### src/rtl/hazard_scoreboard.sv
// -----------------------------------------------------------------------------
// hazard_scoreboard
//   Decode/issue hazard and forwarding unit for an in-order pipeline.
//   Each architectural register carries a small countdown of the cycles left
//   until its pending result reaches the writeback bus:
//     0  -> the value is in the register file
//     1  -> the value is on the writeback bus this cycle and can be forwarded
//     >=2 -> the value is not available yet
//   A slot vector records which future writeback cycles are already claimed.
//   The unit uses it to put at most one result on the bus per cycle.
//   All outputs are combinational from the decode inputs and the registered
//   scoreboard state.
// -----------------------------------------------------------------------------
module hazard_scoreboard #(
  parameter int NREG     = 16,
  parameter int AW       = 4,
  parameter int NSRC     = 3,
  parameter int MAXLAT   = 7,
  parameter int LATW     = 3,
  parameter int ZERO_REG = 1
) (
  input  logic               clk,
  input  logic               reset,
  input  logic               issue_valid,
  input  logic               flush,
  input  logic [NSRC*AW-1:0] src_addr,
  input  logic [NSRC-1:0]    src_valid,
  input  logic [AW-1:0]      dst_addr,
  input  logic               dst_valid,
  input  logic [LATW-1:0]    lat,
  output logic               stall,
  output logic               stall_raw,
  output logic               stall_waw,
  output logic               stall_wb,
  output logic [NSRC-1:0]    fwd_sel,
  output logic               issue_fire,
  output logic               busy_any
);

  // Clamp a requested latency into the supported range [1, MAXLAT].
  function automatic logic [LATW-1:0] clamp_lat(input logic [LATW-1:0] l);
    logic [LATW-1:0] r;
    if (l == {LATW{1'b0}}) begin
      r = LATW'(1);
    end else if (int'(l) > MAXLAT) begin
      r = LATW'(MAXLAT);
    end else begin
      r = l;
    end
    return r;
  endfunction

  // Register 0 is excluded from tracking when it is hardwired to zero.
  // Addresses beyond NREG have no counter and are never tracked.
  function automatic logic addr_tracked(input logic [AW-1:0] a);
    logic r;
    if ((ZERO_REG != 0) && (a == {AW{1'b0}})) begin
      r = 1'b0;
    end else if (int'(a) >= NREG) begin
      r = 1'b0;
    end else begin
      r = 1'b1;
    end
    return r;
  endfunction

  // Scoreboard state.
  logic [LATW-1:0] cnt_q [NREG];
  logic [LATW-1:0] cnt_d [NREG];
  logic [MAXLAT:1] slot_q;
  logic [MAXLAT:1] slot_d;

  // Decode-side intermediate signals.
  logic [LATW-1:0] lat_eff_s;
  logic            dst_tracked_s;
  logic [LATW-1:0] dst_cnt_s;
  logic [LATW-1:0] src_cnt_s [NSRC];
  logic [NSRC-1:0] src_hz_s;
  logic [NSRC-1:0] raw_vec_s;
  logic            wb_hit_s;
  logic            raw_s;
  logic            waw_s;
  logic            wb_s;
  logic            stall_s;
  logic            fire_s;
  logic            write_s;

  // Effective latency and whether the destination needs a reservation.
  always_comb begin
    lat_eff_s     = clamp_lat(lat);
    dst_tracked_s = dst_valid & addr_tracked(dst_addr);
  end

  // Look up the current countdown for each source port and for the destination.
  always_comb begin
    dst_cnt_s = {LATW{1'b0}};
    for (int r = 0; r < NREG; r++) begin
      dst_cnt_s = dst_cnt_s | ((dst_addr == AW'(r)) ? cnt_q[r] : {LATW{1'b0}});
    end
    for (int i = 0; i < NSRC; i++) begin
      src_cnt_s[i] = {LATW{1'b0}};
      for (int r = 0; r < NREG; r++) begin
        src_cnt_s[i] = src_cnt_s[i] |
                       ((src_addr[i*AW +: AW] == AW'(r)) ? cnt_q[r] : {LATW{1'b0}});
      end
      src_hz_s[i] = src_valid[i] & addr_tracked(src_addr[i*AW +: AW]);
    end
  end

  // Per-source RAW detection and forward selection. A source at countdown 1
  // is on the writeback bus now, so it forwards rather than stalls.
  always_comb begin
    raw_vec_s = {NSRC{1'b0}};
    fwd_sel   = {NSRC{1'b0}};
    for (int i = 0; i < NSRC; i++) begin
      raw_vec_s[i] = issue_valid & src_hz_s[i] & (src_cnt_s[i] >= LATW'(2));
      fwd_sel[i]   = issue_valid & src_hz_s[i] & (src_cnt_s[i] == LATW'(1));
    end
  end

  // Writeback-slot conflict: the new result would land in the same cycle as
  // an in-flight one. The slot is checked one position up because the vector
  // shifts down on the edge where the instruction issues.
  always_comb begin
    wb_hit_s = 1'b0;
    for (int k = 1; k < MAXLAT; k++) begin
      wb_hit_s = wb_hit_s | ((lat_eff_s == LATW'(k)) & slot_q[k+1]);
    end
  end

  // Stall causes, issue acceptance and busy summary. Flush only blocks the
  // fire; it never raises a stall.
  always_comb begin
    raw_s   = |raw_vec_s;
    waw_s   = issue_valid & dst_tracked_s & (dst_cnt_s > lat_eff_s);
    wb_s    = issue_valid & dst_tracked_s & wb_hit_s;
    stall_s = raw_s | waw_s | wb_s;
    fire_s  = issue_valid & ~stall_s & ~flush;
    write_s = fire_s & dst_tracked_s;

    stall_raw  = raw_s;
    stall_waw  = waw_s;
    stall_wb   = wb_s;
    stall      = stall_s;
    issue_fire = fire_s;

    busy_any = 1'b0;
    for (int r = 0; r < NREG; r++) begin
      busy_any = busy_any | (cnt_q[r] != {LATW{1'b0}});
    end
  end

  // Next-state countdowns: reload on an accepted write, otherwise count to 0.
  always_comb begin
    for (int r = 0; r < NREG; r++) begin
      if (write_s && (dst_addr == AW'(r))) begin
        cnt_d[r] = lat_eff_s;
      end else if (cnt_q[r] != {LATW{1'b0}}) begin
        cnt_d[r] = cnt_q[r] - LATW'(1);
      end else begin
        cnt_d[r] = {LATW{1'b0}};
      end
    end
  end

  // Next-state slot vector: shift toward the bus and claim the new slot.
  always_comb begin
    slot_d = {MAXLAT{1'b0}};
    for (int k = 1; k <= MAXLAT; k++) begin
      if (k < MAXLAT) begin
        slot_d[k] = slot_q[k+1] | (write_s & (lat_eff_s == LATW'(k)));
      end else begin
        slot_d[k] = write_s & (lat_eff_s == LATW'(k));
      end
    end
  end

  // Scoreboard registers; reset drops every reservation immediately.
  always_ff @(posedge clk or negedge reset) begin
    if (!reset) begin
      for (int r = 0; r < NREG; r++) begin
        cnt_q[r] <= {LATW{1'b0}};
      end
      slot_q <= {MAXLAT{1'b0}};
    end else begin
      for (int r = 0; r < NREG; r++) begin
        cnt_q[r] <= cnt_d[r];
      end
      slot_q <= slot_d;
    end
  end

endmodule
### config.mk
export PLATFORM = sky130hd
export DESIGN_NAME = hazard_scoreboard
export DESIGN_NICKNAME = d
export VERILOG_FILES = /design/src/rtl/hazard_scoreboard.sv
export SDC_FILE = /design/constraint.sdc
export NUM_CORES = 1
export LEC_CHECK = 0
export ABC_AREA = 1
export BUFFER_PORTS_ARGS = -buffer_cell sky130_fd_sc_hd__buf_2
export CORE_MARGIN = 4
export CORE_UTILIZATION = 48
export CTS_CLUSTER_SIZE = 28
export DETAILED_ROUTE_END_ITERATION = 8
export PLACE_DENSITY = 0.66
export SYNTH_ARGS = -nofsm -noshare
export SYNTH_HDL_FRONTEND = slang
export SYNTH_SLANG_ARGS = --single-unit
### constraint.sdc
create_clock -name clk -period 3.8 [get_ports clk]
set_input_delay 0.38 -clock clk [delete_from_list [all_inputs] [get_ports clk]]
set_output_delay 0.38 -clock clk [all_outputs]
set_load 0.02 [all_outputs]
Yosys cells after proc, flatten, opt, wreduce, memory -nomap -nowiden

Cells that the tools add are included.

Add/sub/neg operators: 16
Order comparisons: 4
Equality and inequality tests: 70
Muxes and demuxes: 101
Bitwise operators: 122
Reduce and logical (&&, ||, !) cells: 38

Operators by type and width:

| kind                                                | number |
|---|---|
| 2-to-1 mux 3 bit                                    | 97 |
| OR 3 bit                                            | 60 |
| == test 4 bit, second input constant                | 32 |
| == test 4 x 3 -> 1 bit, second input constant       | 16 |
| nonzero test 3 bit                                  | 16 |
| subtractor 3 x 1 -> 3 bit, second input constant    | 16 |
| bitwise AND 1 bit                                   | 32 |
| == test 4 x 2 -> 1 bit, second input constant       | 8 |
| OR 1 bit                                            | 28 |
| == test 4 x 1 -> 1 bit, second input constant       | 4 |
| logical AND 1 bit                                   | 16 |
| zero test 4 bit                                     | 4 |
| == test 3 x 1 -> 1 bit, second input constant       | 4 |
| == test 3 bit, second input constant                | 4 |
| >= comparator 3 x 2 -> 1 bit, second input constant | 3 |
| == test 3 x 2 -> 1 bit, second input constant       | 2 |
| 2-to-1 mux 1 bit                                    | 4 |
| greater-than comparator 3 bit                       | 1 |
| zero test 3 bit                                     | 1 |
| OR reduction 3 bit                                  | 1 |
| inverter 1 bit                                      | 2 |

Register bits: 55
Output and inout bits: 9
Logic and storage cells: 368

Logic depth before layout (Yosys ltp)

Depth after elaboration: 28
Depth in mapped cells: 19

Worst setup path before layout

OpenSTA, ideal clock, no wires.

Kind: input -> output
Start point: in dst_addr[1]
End point: out issue_fire
Data arrival time: 2647 ps
Required time: 3420 ps
Path slack: 773 ps
Stages on the path: 16
Buffers on the path: 1
Cell sequence: inv_1 -> nand2_1 -> nor2_1 -> inv_1 -> o22ai_1 -> a21oi_1 -> o211ai_1 -> a211oi_1 -> nand4_1 -> ha_1 -> a21oi_1 -> a32oi_1 -> o21ai_0 -> nand4_4 -> nor2_4 -> buf_2

Longest elaborated chain between the ends: 24
Elaborated cells on any way between the ends: 58
Classes of those cells: 1 x order compare; 15 x eq/ne; 17 x mux; 24 x bitwise; 1 x reduce/logical

Ends and longest elaborated chain:

| item                                                             | line   | RTL |
|---|---|---|
| start, declared                                                  | 28     | `input logic [AW-1:0] dst_addr,` |
| == test 4 x 1 -> 1 bit / zero test 4 bit (equally long branches) | 98, 57 |  |
| 2-to-1 mux 3 bit                                                 | 98     | `dst_cnt_s = dst_cnt_s \| ((dst_addr == AW'(r)) ? cnt_q[r] : {LATW{1'b0}});` |
| OR 3 bit (15 in series)                                          | 98     |  |
| greater-than comparator 3 bit                                    | 135    | `waw_s = issue_valid & dst_tracked_s & (dst_cnt_s > lat_eff_s);` |
| bitwise AND 1 bit                                                | 135    |  |
| OR 1 bit                                                         | 137    | `stall_s = raw_s \| waw_s \| wb_s;` |
| OR 1 bit (*)                                                     | 137    |  |
| named net stall                                                  | 31     | `output logic stall,` |
| inverter 1 bit (*)                                               | 138    | `fire_s = issue_valid & ~stall_s & ~flush;` |
| bitwise AND 1 bit (*) (2 in series)                              | 138    |  |
| end, declared                                                    | 36     | `output logic issue_fire,` |

Mark *: on every way through the listed nets, which the timed path passes. The rest lies on a longest branch.

Worst setup path in the final report

Start point: reg cnt_q[47] in the netlist's numbering
End point: out issue_fire

Longest elaborated chain between the ends: 24
Elaborated cells on any way between the ends: 78
Classes of those cells: 4 x order compare; 4 x mux; 69 x bitwise; 1 x reduce/logical

Ends and longest elaborated chain:

| item                                | line | RTL |
|---|---|---|
| start, declared                     | 68   | `logic [LATW-1:0] cnt_q [NREG];` |
| start signal, assigned by index     | 182  | `cnt_q[r] <= {LATW{1'b0}};` |
| start signal, assigned by index     | 187  | `cnt_q[r] <= cnt_d[r];` |
| 2-to-1 mux 3 bit                    | 104  | `((src_addr[i*AW +: AW] == AW'(r)) ? cnt_q[r] : {LATW{1'b0}});` |
| OR 3 bit (15 in series)             | 103  | `src_cnt_s[i] = src_cnt_s[i] \|` |
| >= comparator 3 x 2 -> 1 bit        | 116  | `raw_vec_s[i] = issue_valid & src_hz_s[i] & (src_cnt_s[i] >= LATW'(2));` |
| bitwise AND 1 bit                   | 116  |  |
| OR reduction 3 bit                  | 134  | `raw_s = \|raw_vec_s;` |
| OR 1 bit (*) (2 in series)          | 137  |  |
| inverter 1 bit (*)                  | 138  |  |
| bitwise AND 1 bit (*) (2 in series) | 138  |  |

Every way passes the cells marked *; elsewhere a longest branch is shown, timed or not.

==> flow_summary_export.csv <==
group,metric,value,unit
timing,timing.hold.ws,182.8,ps
synth,synthMuxAreaShare,0,%
synth,synth_top_family_by_area,"simple AND/OR/NAND/NOR gates",
layout,regArea,0.001351,mm2
layout,layout_common_cells,"241 x nand2_1, 105 x nor2_1, 99 x inv_1, 95 x nand3_1, 62 x nand4_1",
placement,gp_congestion,1.030,
placement,port_buffers,35,
synth,synthCells,840,
status,status,"complete, no violations",
cts,cts_post_setup_buffers_inserted,0,
die,rows,38,
die,die_h,113.6,um
synth,yosysSeqAreaShare,25.24,%
synth,ys_async_sr_fraction,100.0,%
cts,clkSinkCount,54,
timing,clock_skew,13.65,ps
timing,relSlewSlack,40.83,%
layout,drive_above_1_share,10.47,%
worst_setup_path,rrSetupSlack,470,ps
synth,syn_nets,902,
synth,synthFlopType,"dfrtp_1",
placement,place_inst,1002,
synth,synth.avg_cell_area,6.374,um2
routing,vias_per_cell,6.148,
layout,syn_to_final_growth,6.637,%
routing,wl_per_cell,21.35,um
placement,dp_hpwl,16.07,mm
die,core,0.01089,mm2
routing,drt_first_iter_violations,725,
layout,final_common_cell,"nand2_1",
worst_setup_path,end_kind,"output pin",
worst_setup_path,critPathMaxFanout,5,
routing,ant_nets,0,
synth,syn-cell-area,0.005354,mm2
die,die_area,0.01291,mm2
timing,tightestPinTransition,884.3,ps
synth,synth_fa_ha_area_share,8.179,%
routing,drc,0,
timing,fmax,286.2,MHz
synth,yosys.area.top_type_share,25.24,%
layout,diodes,0,
die,die_w,113.6,um
timing,rsz0062_at_grt,"no",
timing,hold_viol_final,0,
synth,synthXorXnorAreaFrac,0,%
synth,yosysUniqueCellTypes,41,
timing,period_minus_slack,3494,ps
synth,synth_warnings,0,
synth,synth-compound-area-share,8.039,%
power_and_ir_drop,p_leak,3.157,nW
cts,cts_tree,"built",
routing,drt_first_pass_iters,5,
grt,grt_use_total,33.45,%
layout,fill_cells,1138,
worst_setup_path,critical_path_required,3420,ps
power_and_ir_drop,p_per_area,304.4,mW/mm2
cts,ctsRootBufferMaster,"clkbuf_8",
synth,netlist_top_cells_area,"dfrtp_1 25%, nand2_1 17%, nand3_1 8.9%",
hold_path,hold_path_class,"in -> async",
synth,synth.largest_area_cell,"dfrtp_1",
layout,stdcell_count,1009,
routing,drt_wl_total,21.54,mm
timing,fin_crit_sh,91.96,%
cts,path_clk_slew,100,ps
timing,setup_viol,0,
synth,ys_ff_latch,54,
timing,final_max_slew_viol_count,0,
cts,cts_buffers,5,
worst_setup_path,critPathLaunchType,"register",
synth,synth-simple-area-share,48.00,%
power_and_ir_drop,irDropWorstVdd,0.2909,mV
worst_setup_path,crit_type,"reg -> out",
grt,antenna_found_initial,0,
cts,clockBufferDepth,2,
routing,num_vias,6203,
cts,htreeDepth,2,
synth,synth_edf_count,0,
grt,grt_max_degree,58,
grt,grt_first_pass_wirelength,33.14,mm
worst_setup_path,crit_arrival,3110,ps
layout,nets,931,
timing,setup_tns,0,ps
cts,clock_latency,320,ps
grt,grt_pass1_vias,5793,
flow_run,cap_violations,0,
die,ioPinCount,36,
layout,multiInputGateArea,0.003438,mm2
die,start_util,49.17,%
grt,overflow,0,
-- critical path, stage by stage (launching register included) --
cell and delay [ps]:
dfrtp_1 460, inv_1 150, o22ai_1 110, a21oi_1 130, o211ai_1 110, a211oi_1 290
nand4_1 180, ha_1 370, a21oi_1 160, a32oi_1 80, o21ai_1 280, nand4_4 160
nor2_4 140, buf_2 180
-- synth_stat cells (4+ instances only) --
master and number:
a21oi_1 8, buf_2 4, buf_6 4, clkbuf_1 9, dfrtp_1 54, ha_1 35, inv_1 99, inv_2 7
nand2_1 241, nand2_2 5, nand3_1 95, nand4_1 62, nand4_2 10, nor2_1 105, nor2_2 13, nor3_1 13
nor4_1 4, o21ai_0 21, o21ai_1 4, o22ai_1 10
-- registers in the layout (all words and copies together) (netlist names) --
| signal | cells |
|---|---|
| cnt_q | 48 |
| slot_q | 6 |
-- what timing repair did --
item,CTS,global route
setup endpoints to repair,0,1
hold buffers,0,0
hold endpoints to repair,0,0
gates resized for setup,0,1
-- logic make-up after synthesis --
family	Yosys count
AND/OR/NAND/NOR	554
AO/OA/AOI/OAI	67
flip-flops	54
adder cells (fa/ha/maj)	35
buffers and inverters	130
-- routing by layer --
metal	track usage [%]	part of all wire (%)
met4	16.27	5.6
met3	5.570	11
met5	0	0
met2	52.53	44
met1	44.73	40
-- where the power goes --
group | total, mW | switching [mW] | leakage, nW | internal [mW]
registers | 0.794 | 0.161 | 0.746 | 0.633
clock network | 0.314 | 0.187 | 0.0373 | 0.127
logic | 0.630 | 0.445 | 2.37 | 0.184
-- final timing paths --
check	from	to	cells past startpoint
min in group clk	lat[0]	slot_q[7]$_DFF_PN0_	3
max in group asynchronous	reset	cnt_q[38]$_DFF_PN0_	2
worst min register to register	slot_q[7]$_DFF_PN0_	slot_q[6]$_DFF_PN0_	2
worst max register to register	cnt_q[47]$_DFF_PN0_	cnt_q[18]$_DFF_PN0_	16
worst max-delay path	cnt_q[47]$_DFF_PN0_	issue_fire	13
worst min-delay path	reset	cnt_q[0]$_DFF_PN0_	2
-- cell type report --
cell class | count | area share (%)
Clock buffer | 6 | 1.271
Clock inverter | 1 | 0.1315
Inverter | 107 | 7.035
Multi-Input combinational cell | 656 | 60.22
Sequential cell | 54 | 23.67
Tap cell | 140 | 3.068
Timing Repair Buffer | 45 | 4.602
-- per-stage QoR --
step | cell area, um2 | utilization (%) | power [mW] | setup slack, ps
global route | 5709 | 52.44 | 1.827 | 80.06
detailed placement | 5629 | 51.70 | 1.405 | 75.16
global placement | 5629 | 51.70 | 1.392 | 241.4
CTS | 5709 | 52.44 | 1.721 | 220.7
finish | 5709 | 52.44 | 1.738 | 305.5
floorplan | 5354 | - | 1.108 | 772.7
No activity file was read; power rests on OpenSTA's default activity.
